**src/rtl/hazard_stall_ctrl.sv**
```systemverilog
// rtl/hazard_stall_ctrl.sv - RAW/load-use stall controller with in-flight destination scoreboard
module hazard_stall_ctrl #(
  parameter int DEPTH = 3,
  parameter int CNT_W = 2
) (
  input  logic             clk,
  input  logic             rst_n,
  input  logic             id_valid,
  input  logic [4:0]       id_rs1,
  input  logic [4:0]       id_rs2,
  input  logic             id_rs1_used,
  input  logic             id_rs2_used,
  input  logic [4:0]       id_rd,
  input  logic             id_rd_we,
  input  logic             flush,
  output logic             stall_pc,
  output logic             stall_ifid,
  output logic             bubble_idex,
  output logic [CNT_W-1:0] stall_cnt
);

  localparam logic [0:0] ST_RUN   = 1'b0;
  localparam logic [0:0] ST_STALL = 1'b1;

  logic [DEPTH-1:0] sb_v_q, sb_we_q;
  logic [4:0]       sb_rd_q [DEPTH];
  logic [0:0]       state_q, state_d;
  logic [CNT_W-1:0] cnt_q, cnt_d;

  logic [DEPTH-1:0] hit;
  logic             haz;
  logic [CNT_W-1:0] kmin, need;
  logic             stall;
  logic [CNT_W-1:0] cnt_out;
  logic             issue;

  always_comb begin
    for (int k = 0; k < DEPTH; k++) begin
      hit[k] = sb_v_q[k] & sb_we_q[k] & (sb_rd_q[k] != 5'd0) &
               ((id_rs1_used & (id_rs1 == sb_rd_q[k])) |
                (id_rs2_used & (id_rs2 == sb_rd_q[k])));
    end
  end

  // Scan from the WB end down so the nearest producer wins.
  always_comb begin
    kmin = '0;
    for (int k = DEPTH - 1; k >= 0; k--) begin
      if (hit[k]) kmin = CNT_W'(k);
    end
  end

  assign haz  = id_valid & ~flush & (|hit);
  assign need = CNT_W'(DEPTH) - kmin;

  // stall_cnt reports cycles remaining after the current one; the register
  // holds the value to show in the following STALL cycle.
  always_comb begin
    state_d = state_q;
    cnt_d   = cnt_q;
    stall   = 1'b0;
    cnt_out = '0;
    if (flush) begin
      state_d = ST_RUN;
      cnt_d   = '0;
    end else if (state_q == ST_STALL) begin
      stall   = 1'b1;
      cnt_out = cnt_q;
      if (cnt_q == '0) begin
        state_d = ST_RUN;
      end else begin
        cnt_d = cnt_q - CNT_W'(1);
      end
    end else if (haz) begin
      stall   = 1'b1;
      cnt_out = need - CNT_W'(1);
      if (need > CNT_W'(1)) begin
        state_d = ST_STALL;
        cnt_d   = need - CNT_W'(2);
      end else begin
        cnt_d = '0;
      end
    end
  end

  assign issue = id_valid & ~stall & ~flush;

  always_ff @(posedge clk or negedge rst_n) begin
    if (!rst_n) begin
      state_q <= ST_RUN;
      cnt_q   <= '0;
      sb_v_q  <= '0;
      sb_we_q <= '0;
      for (int k = 0; k < DEPTH; k++) sb_rd_q[k] <= 5'd0;
    end else begin
      state_q    <= state_d;
      cnt_q      <= cnt_d;
      sb_v_q[0]  <= issue;
      sb_we_q[0] <= issue & id_rd_we;
      sb_rd_q[0] <= issue ? id_rd : 5'd0;
      for (int k = 1; k < DEPTH; k++) begin
        sb_v_q[k]  <= sb_v_q[k-1];
        sb_we_q[k] <= sb_we_q[k-1];
        sb_rd_q[k] <= sb_rd_q[k-1];
      end
    end
  end

  assign stall_pc    = stall;
  assign stall_ifid  = stall;
  assign bubble_idex = stall;
  assign stall_cnt   = cnt_out;

endmodule

```
**config.mk**
```make
export PLATFORM = sky130hd
export DESIGN_NAME = hazard_stall_ctrl
export DESIGN_NICKNAME = d
export VERILOG_FILES = /design/src/rtl/hazard_stall_ctrl.sv
export SDC_FILE = /design/constraint.sdc
export NUM_CORES = 1
export LEC_CHECK = 0
export ABC_AREA = 1
export BUFFER_PORTS_ARGS = -buffer_cell sky130_fd_sc_hd__clkbuf_2
export CAP_MARGIN = 10
export CORE_MARGIN = 3
export CORE_UTILIZATION = 55
export CTS_CLUSTER_DIAMETER = 50
export DETAILED_ROUTE_END_ITERATION = 10
export GPL_ROUTABILITY_DRIVEN = 0
export PLACE_DENSITY = 0.79
export SLEW_MARGIN = 15
export SYNTH_ARGS = -nofsm -noshare
export SYNTH_HDL_FRONTEND = slang
export SYNTH_SLANG_ARGS = --single-unit
```
**constraint.sdc**
```tcl
create_clock -name clk -period 1.8 [get_ports clk]
set_clock_uncertainty 0.1 [all_clocks]
set_input_delay 0.36 -clock clk [delete_from_list [all_inputs] [get_ports clk]]
set_output_delay 0.36 -clock clk [all_outputs]
set_load 0.01 [all_outputs]
```
# --- Yosys cells after proc, flatten, opt, wreduce, memory -nomap -nowiden ---
# Cells that the tools add are included.
totals:
  reg_bits: 24
  latchBits: 0
  mem_bits_rw: 0
  rom_bits: 0
  input_bits: 22
  output_inout_bits: 5
  wordCells: 71
  n_memories: 0
op_classes:
  addsub: 4
  mul: 0
  n_div: 0
  magnitude_cmp: 1
  eq_ne: 7
  n_shift: 0
  n_mux: 20
  n_bitwise: 25
  reduce_logical: 7
op_table:
  columns: ["op", "n"]
  rows:
  - ["$eq 5x5->1", 6]
  - ["$mux 2", 11]
  - ["$and 1x1->1", 20]
  - ["$reduce_bool 5->1", 3]
  - ["$mux 1", 8]
  - ["$mux 5", 1]
  - ["$sub 2x1->2 const B", 2]
  - ["$ne 3x3->1 const B", 1]
  - ["$or 1x1->1", 3]
  - ["$reduce_bool 3->1", 1]
  - ["$reduce_or 3->1", 1]
  - ["$gt 2x1->1 const B", 1]
  - ["$logic_not 2->1", 1]
  - ["$not 1->1", 2]
  - ["$reduce_and 2->1", 1]
  - ["$sub 2x2->2 const A", 1]
  - ["$sub 2x2->2 const B", 1]

# --- Longest topological paths before layout ---
logic_depth:
  ltp_word: 13
  ltp_mapped: 12
  ltp_nobuf: 12

# --- Worst setup path before layout ---
# Ideal clock, no wire load.
synth_timing:
  kind: "register -> output"
  from: "reg sb_rd_q[12] in the netlist's numbering"
  to: "out stall_ifid"
  arrival_ns: 1.267
  required_ns: 1.340
  path_slack_ns: 0.073
  path_stages_with_launch: 10
  path_buffers: 1
  path_cell_list: "dfrtp_1 nor3_1 nand3_1 nand3_1 inv_2 nand2_4 nand3_4 nand2_1 nand2_1 buf_4"
synth_between:
  elab_chain_len: 9
synth_rtl:
  columns: ["element", "line_no", "rtl"]
  rows:
  - ["start, declared", "26", "logic [4:0] sb_rd_q [DEPTH];"]
  - ["start signal, assigned by index", "104", "sb_rd_q[k] <= sb_rd_q[k-1];"]
  - ["$eq 5x5->1 (on tied branches)", "40, 41", null]
  - ["$and 1x1->1 (on tied branches)", "40, 41", null]
  - ["$or 1x1->1", "40", "((id_rs1_used & (id_rs1 == sb_rd_q[k])) |"]
  - ["$and 1x1->1 *", "39", "hit[k] = sb_v_q[k] & sb_we_q[k] & (sb_rd_q[k] != 5'd0) &"]
  - ["$reduce_or 3->1 *", "53", "assign haz = id_valid & ~flush & (|hit);"]
  - ["$and 1x1->1 *", "53", null]
  - ["$mux 1 *", "74", "end else if (haz) begin"]
  - ["$mux 1 *", "66", "end else if (state_q == ST_STALL) begin"]
  - ["$mux 1 *", "63", "if (flush) begin"]
  - ["end, declared", "17", "output logic stall_ifid,"]
# Every way passes the cells marked *; elsewhere a longest branch is shown, timed or not.

# --- Worst setup path in the final report ---
layout_timing:
  from: "reg sb_rd_q[6] in the netlist's numbering"
  to: "out stall_cnt[0]"
layout_between:
  elab_chain_len: 11
layout_rtl:
  columns: ["element", "line_no", "rtl"]
  rows:
  - ["$eq 5x5->1 (on tied branches)", "40, 41", null]
  - ["$and 1x1->1 (on tied branches)", "40, 41", null]
  - ["$or 1x1->1", "40", null]
  - ["$and 1x1->1 *", "39", null]
  - ["$mux 2 (2 in a row)", "49", "if (hit[k]) kmin = CNT_W'(k);"]
  - ["$sub 2x2->2", "54", "assign need = CNT_W'(DEPTH) - kmin;"]
  - ["$sub 2x1->2", "76", "cnt_out = need - CNT_W'(1);"]
  - ["$mux 2 *", "74", null]
  - ["$mux 2 *", "66", null]
  - ["$mux 2 *", "63", null]
  - ["end, declared", "19", "output logic [CNT_W-1:0] stall_cnt"]
# Marks and branches as above.

==> flow_metrics.py <==
metrics = {
    "status": {
        "status": "complete, but fails checks",
        "violations": "setup timing",
    },
    "synth": {
        "synthesis.nets": 251,
        "synth_fa_ha_area_frac": 0.008299,
        "synth_common_cells": "nand2_1 (90), inv_1 (29), nor2_1 (28)",
        "synth_mux_area_frac": 0,
        "synth_area_per_cell_um2": 6.613,
        "synth_top_area_share": 0.3983,
        "synthDistinctLibCells": 23,
        "yosysWarnings": 0,
        "synthTopCellsByArea": "dfrtp_1 (40%), nand2_1 (22%), inv_1 (7.2%), nor2_1 (7.0%), nand3_1 (4.3%)",
        "synthMostInstantiatedCell": "nand2_1",
        "async_flop_share": 1.000,
        "ys.flop_type": "dfrtp_1",
        "yosys.area.top_type": "dfrtp_1",
        "syn-instance-count": 228,
        "syn_area_mm2": 0.001508,
        "ys_seq_area_frac": 0.3983,
        "synth-compound-area-share": 0.03071,
        "synthSimpleGateAreaFrac": 0.4490,
        "ys_seq_elements": 24,
        "synth-xor-area-share": 0,
        "synth-edff-count": 0,
        "synth_top_family_by_area": "simple AND/OR/NAND/NOR gates",
    },
    "grt": {
        "use_met1": 0.3097,
        "met2_usage": 0.3557,
        "gr-total-overflow": 0,
        "grt.met3_usage": 0.03947,
        "grt_pass1_wl_um": 5768,
        "antenna_found_initial": 0,
        "grt_busiest_layer": "met2",
        "grt_max_degree": 25,
        "grt_use_total": 0.2226,
        "grt_pass1_vias": 1319,
    },
    "min_path": {
        "hold_end": "sb_rd_q[13]",
        "hp-start": "id_rd[3]",
        "min_path_type": "input pin to register",
        "hold_depth": 3,
    },
    "cts": {
        "cts_sinks": 24,
        "cts_tree": "done",
        "cts_buffers": 3,
        "clock_latency_ns": 0.32,
        "clk_pin_slew_worst_paths_ns": 0.14,
        "clock_path_buffers": 2,
        "htreeDepth": 1,
        "cts_root_buf": "clkbuf_4",
    },
    "layout": {
        "syn2layout_area_growth_pct": 26.64,
        "regArea_um2": 601.8,
        "antennaDiodeCount": 0,
        "stdcell_area_mm2": 0.001909,
        "final_net_count": 294,
        "multi_input_area_um2": 797.0,
        "layout-drive-gt1-share": 0.3407,
        "fill_cells": 208,
    },
    "critical_path": {
        "worst-path-max-fanout": 3,
        "cp-start-kind": "register",
        "critical_path_class": "register to primary output",
        "cp-end-kind": "primary output",
        "r2r-start": "sb_rd_q[6]",
        "cp_num_buf_inv": 2,
        "path_cells": "inv_1 > nand2_1 > nand2_1 > nor2_1 > nand3_1 > nand2_2 > nand3_2 > o21a_1 > nor2_1 > buf_2",
        "crit_required_ns": 1.34,
        "cp.arrival_ns": 1.73,
        "cp_slowest_stage_delay_ns": 0.43,
        "cp_slowest_cell": "dfrtp_1",
        "worst-r2r-setup-slack_ns": 0.11,
        "reg2regPathDepth": 12,
        "critPathTopFamily": "simple AND/OR/NAND/NOR gates",
        "rr_endpoint": "cnt_q[0]",
    },
    "pwr": {
        "leakagePower_nw": 1.154,
        "power_switching_w": 0.0003103,
        "p_comb_frac": 0.176,
        "p_clk_frac": 0.332,
        "power.density_mw_per_mm2": 615.5,
        "sequentialPowerShare": 0.493,
        "p_int_w": 0.0008649,
        "vdd_drop_max_uv": 642.7,
        "sw_frac_of_total": 0.2641,
    },
    "floorplanning": {
        "fp.dieW_um": 58.36,
        "core_area_mm2": 0.002545,
        "rows": 18,
        "boundaryPins": 27,
        "die_area_mm2": 0.003405,
        "initial_core_util": 0.5924,
        "die_h_um": 58.36,
    },
    "detailed_routing": {
        "dr.pass1.iters": 4,
        "drt_iter0_drc": 86,
        "antenna_left": 0,
        "vias": 1508,
        "wl_per_cell_um": 12.09,
        "via_per_inst": 5.027,
        "drcViolationCount": 0,
        "wirelength_um": 3628,
    },
    "timing": {
        "finalCritPeriodShare": 1.216,
        "rsz0062_at_grt": "yes",
        "max_freq_mhz": 456.7,
        "setup_slack_ns": -0.3896,
        "setup_violations": 5,
        "min_period_ns": 2.190,
        "slew_headroom": 0.6164,
        "hold_viol": 0,
        "slew_viol_final": 0,
        "worstMarginPinSlew_ns": 0.5754,
    },
    "placed_design": {
        "port_buffers": 26,
        "placed_area_mm2": 0.001728,
        "dp_hpwl_um": 2671,
        "dp_worst_setup_slack_ns": -0.1086,
    },
    "flow_run": {
        "maxCapViolations": 0,
    },
}
==> final cells by class <==
class / count / share of cell area
multi-input cells: 161 / 0.4174
flip-flops and latches: 24 / 0.3152
repair buffers: 40 / 0.1383
inverters: 41 / 0.08191
well taps: 30 / 0.01966
clock inverters: 1 / 0.01573
clock buffers: 3 / 0.01180
==> what timing repair did <==
action / CTS / global route
setup buffers: 5 / 1
hold buffers: 1 / 0
gates resized for setup: 11 / 23
hold endpoints to repair: 24 / 0
endpoints found under the setup margin: 5 / 13
cloned: 0 / 0
pin swaps: 10 / 10
==> flip-flops by register name, indices dropped and copies added (netlist names) <==
signal	cells
cnt_q	2
sb_rd_q	15
sb_v_q	3
sb_we_q	3
state_q	1
==> layout by cell type (no fill, tap or decap), types with 2 or more instances in the layout <==
| cell | netlist | routed |
|---|---|---|
| nand2_1 | 90 | 85 |
| clkbuf_4 | 0 | 3 |
| nor2_4 | 1 | 2 |
| nor2_1 | 28 | 25 |
| dfrtp_1 | 24 | 23 |
| nand2_4 | 2 | 4 |
| buf_2 | 0 | 2 |
| nand3_4 | 2 | 2 |
| inv_2 | 11 | 17 |
| nand2_2 | 4 | 7 |
| nand3_2 | 0 | 3 |
| clkbuf_2 | 0 | 21 |
| buf_6 | 0 | 5 |
| o21ai_1 | 1 | 2 |
| nand4_1 | 2 | 2 |
| inv_1 | 29 | 23 |
| nand3_1 | 13 | 10 |
| nor2_2 | 8 | 10 |
| a21oi_1 | 3 | 3 |
| buf_4 | 2 | 11 |
==> power by group through the flow <==
stage	Clock, W	Combinational [W]	Sequential, W
6_report	0.000390	0.000206	0.000579
3_3_place_gp	0	0.000182	0.000587
2_1_floorplan	0	0.000109	0.000583
5_1_grt	0.000423	0.000230	0.000582
3_5_place_dp	0	0.000184	0.000588
4_1_cts	0.000391	0.000197	0.000578
==> worst reg2reg max path, stage by stage (launching register included) <==
cell,delay [ns]
dfrtp_1,0.43
inv_1,0.10
nand2_1,0.07
nand2_1,0.05
nor2_1,0.10
nand3_1,0.11
nand2_2,0.12
nand2_4,0.06
buf_4,0.13
a21oi_1,0.16
nor2_2,0.05
nand2_1,0.06
nand2_1,0.05
==> worst max path at each step <==
stage                start           end  cells past startpoint
2_1_floorplan  sb_rd_q[12]    stall_ifid                      9
3_3_place_gp     id_rs2[3]  stall_cnt[0]                     11
3_5_place_dp     id_rs2[3]  stall_cnt[0]                     11
4_1_cts        sb_rd_q[14]  stall_cnt[0]                      9
5_1_grt         sb_rd_q[8]  stall_cnt[0]                     10
6_report        sb_rd_q[6]  stall_cnt[0]                     10
==> per-layer routing <==
layer	routed length, um	vias to the layer above
met5	0	-
met3	237	12
met1	1580	666
met2	1717	64
li1	-	766
met4	93	0
==> cells by family (layout without fill, tap and decap cells) <==
logic type / count (synthesis) / after routing
and+or+nand+nor: 152 / 152
DFF: 24 / 24
AOI/OAI and AO/OA: 8 / 8
buffers and inverters: 43 / 85
adders and majority gates: 1 / 1
==> per-stage QoR <==
stage / power (W) / util / hold slack (ns) / cells / setup TNS, ns
final: 0.001175 / 0.7502 / 0.1269 / 300 / -1.717
after floorplan: 0.0006917 / - / -0.03559 / 228 / 0
after detailed placement: 0.0007718 / 0.6790 / 0.2605 / 291 / -0.4455
after global routing: 0.001235 / 0.7502 / 0.1157 / 300 / -2.234
after CTS: 0.001165 / 0.7296 / 0.1238 / 301 / -1.580
after global placement: 0.0007696 / 0.6790 / 0.2565 / 291 / -0.3885
Power figures use the tool's default switching activity.
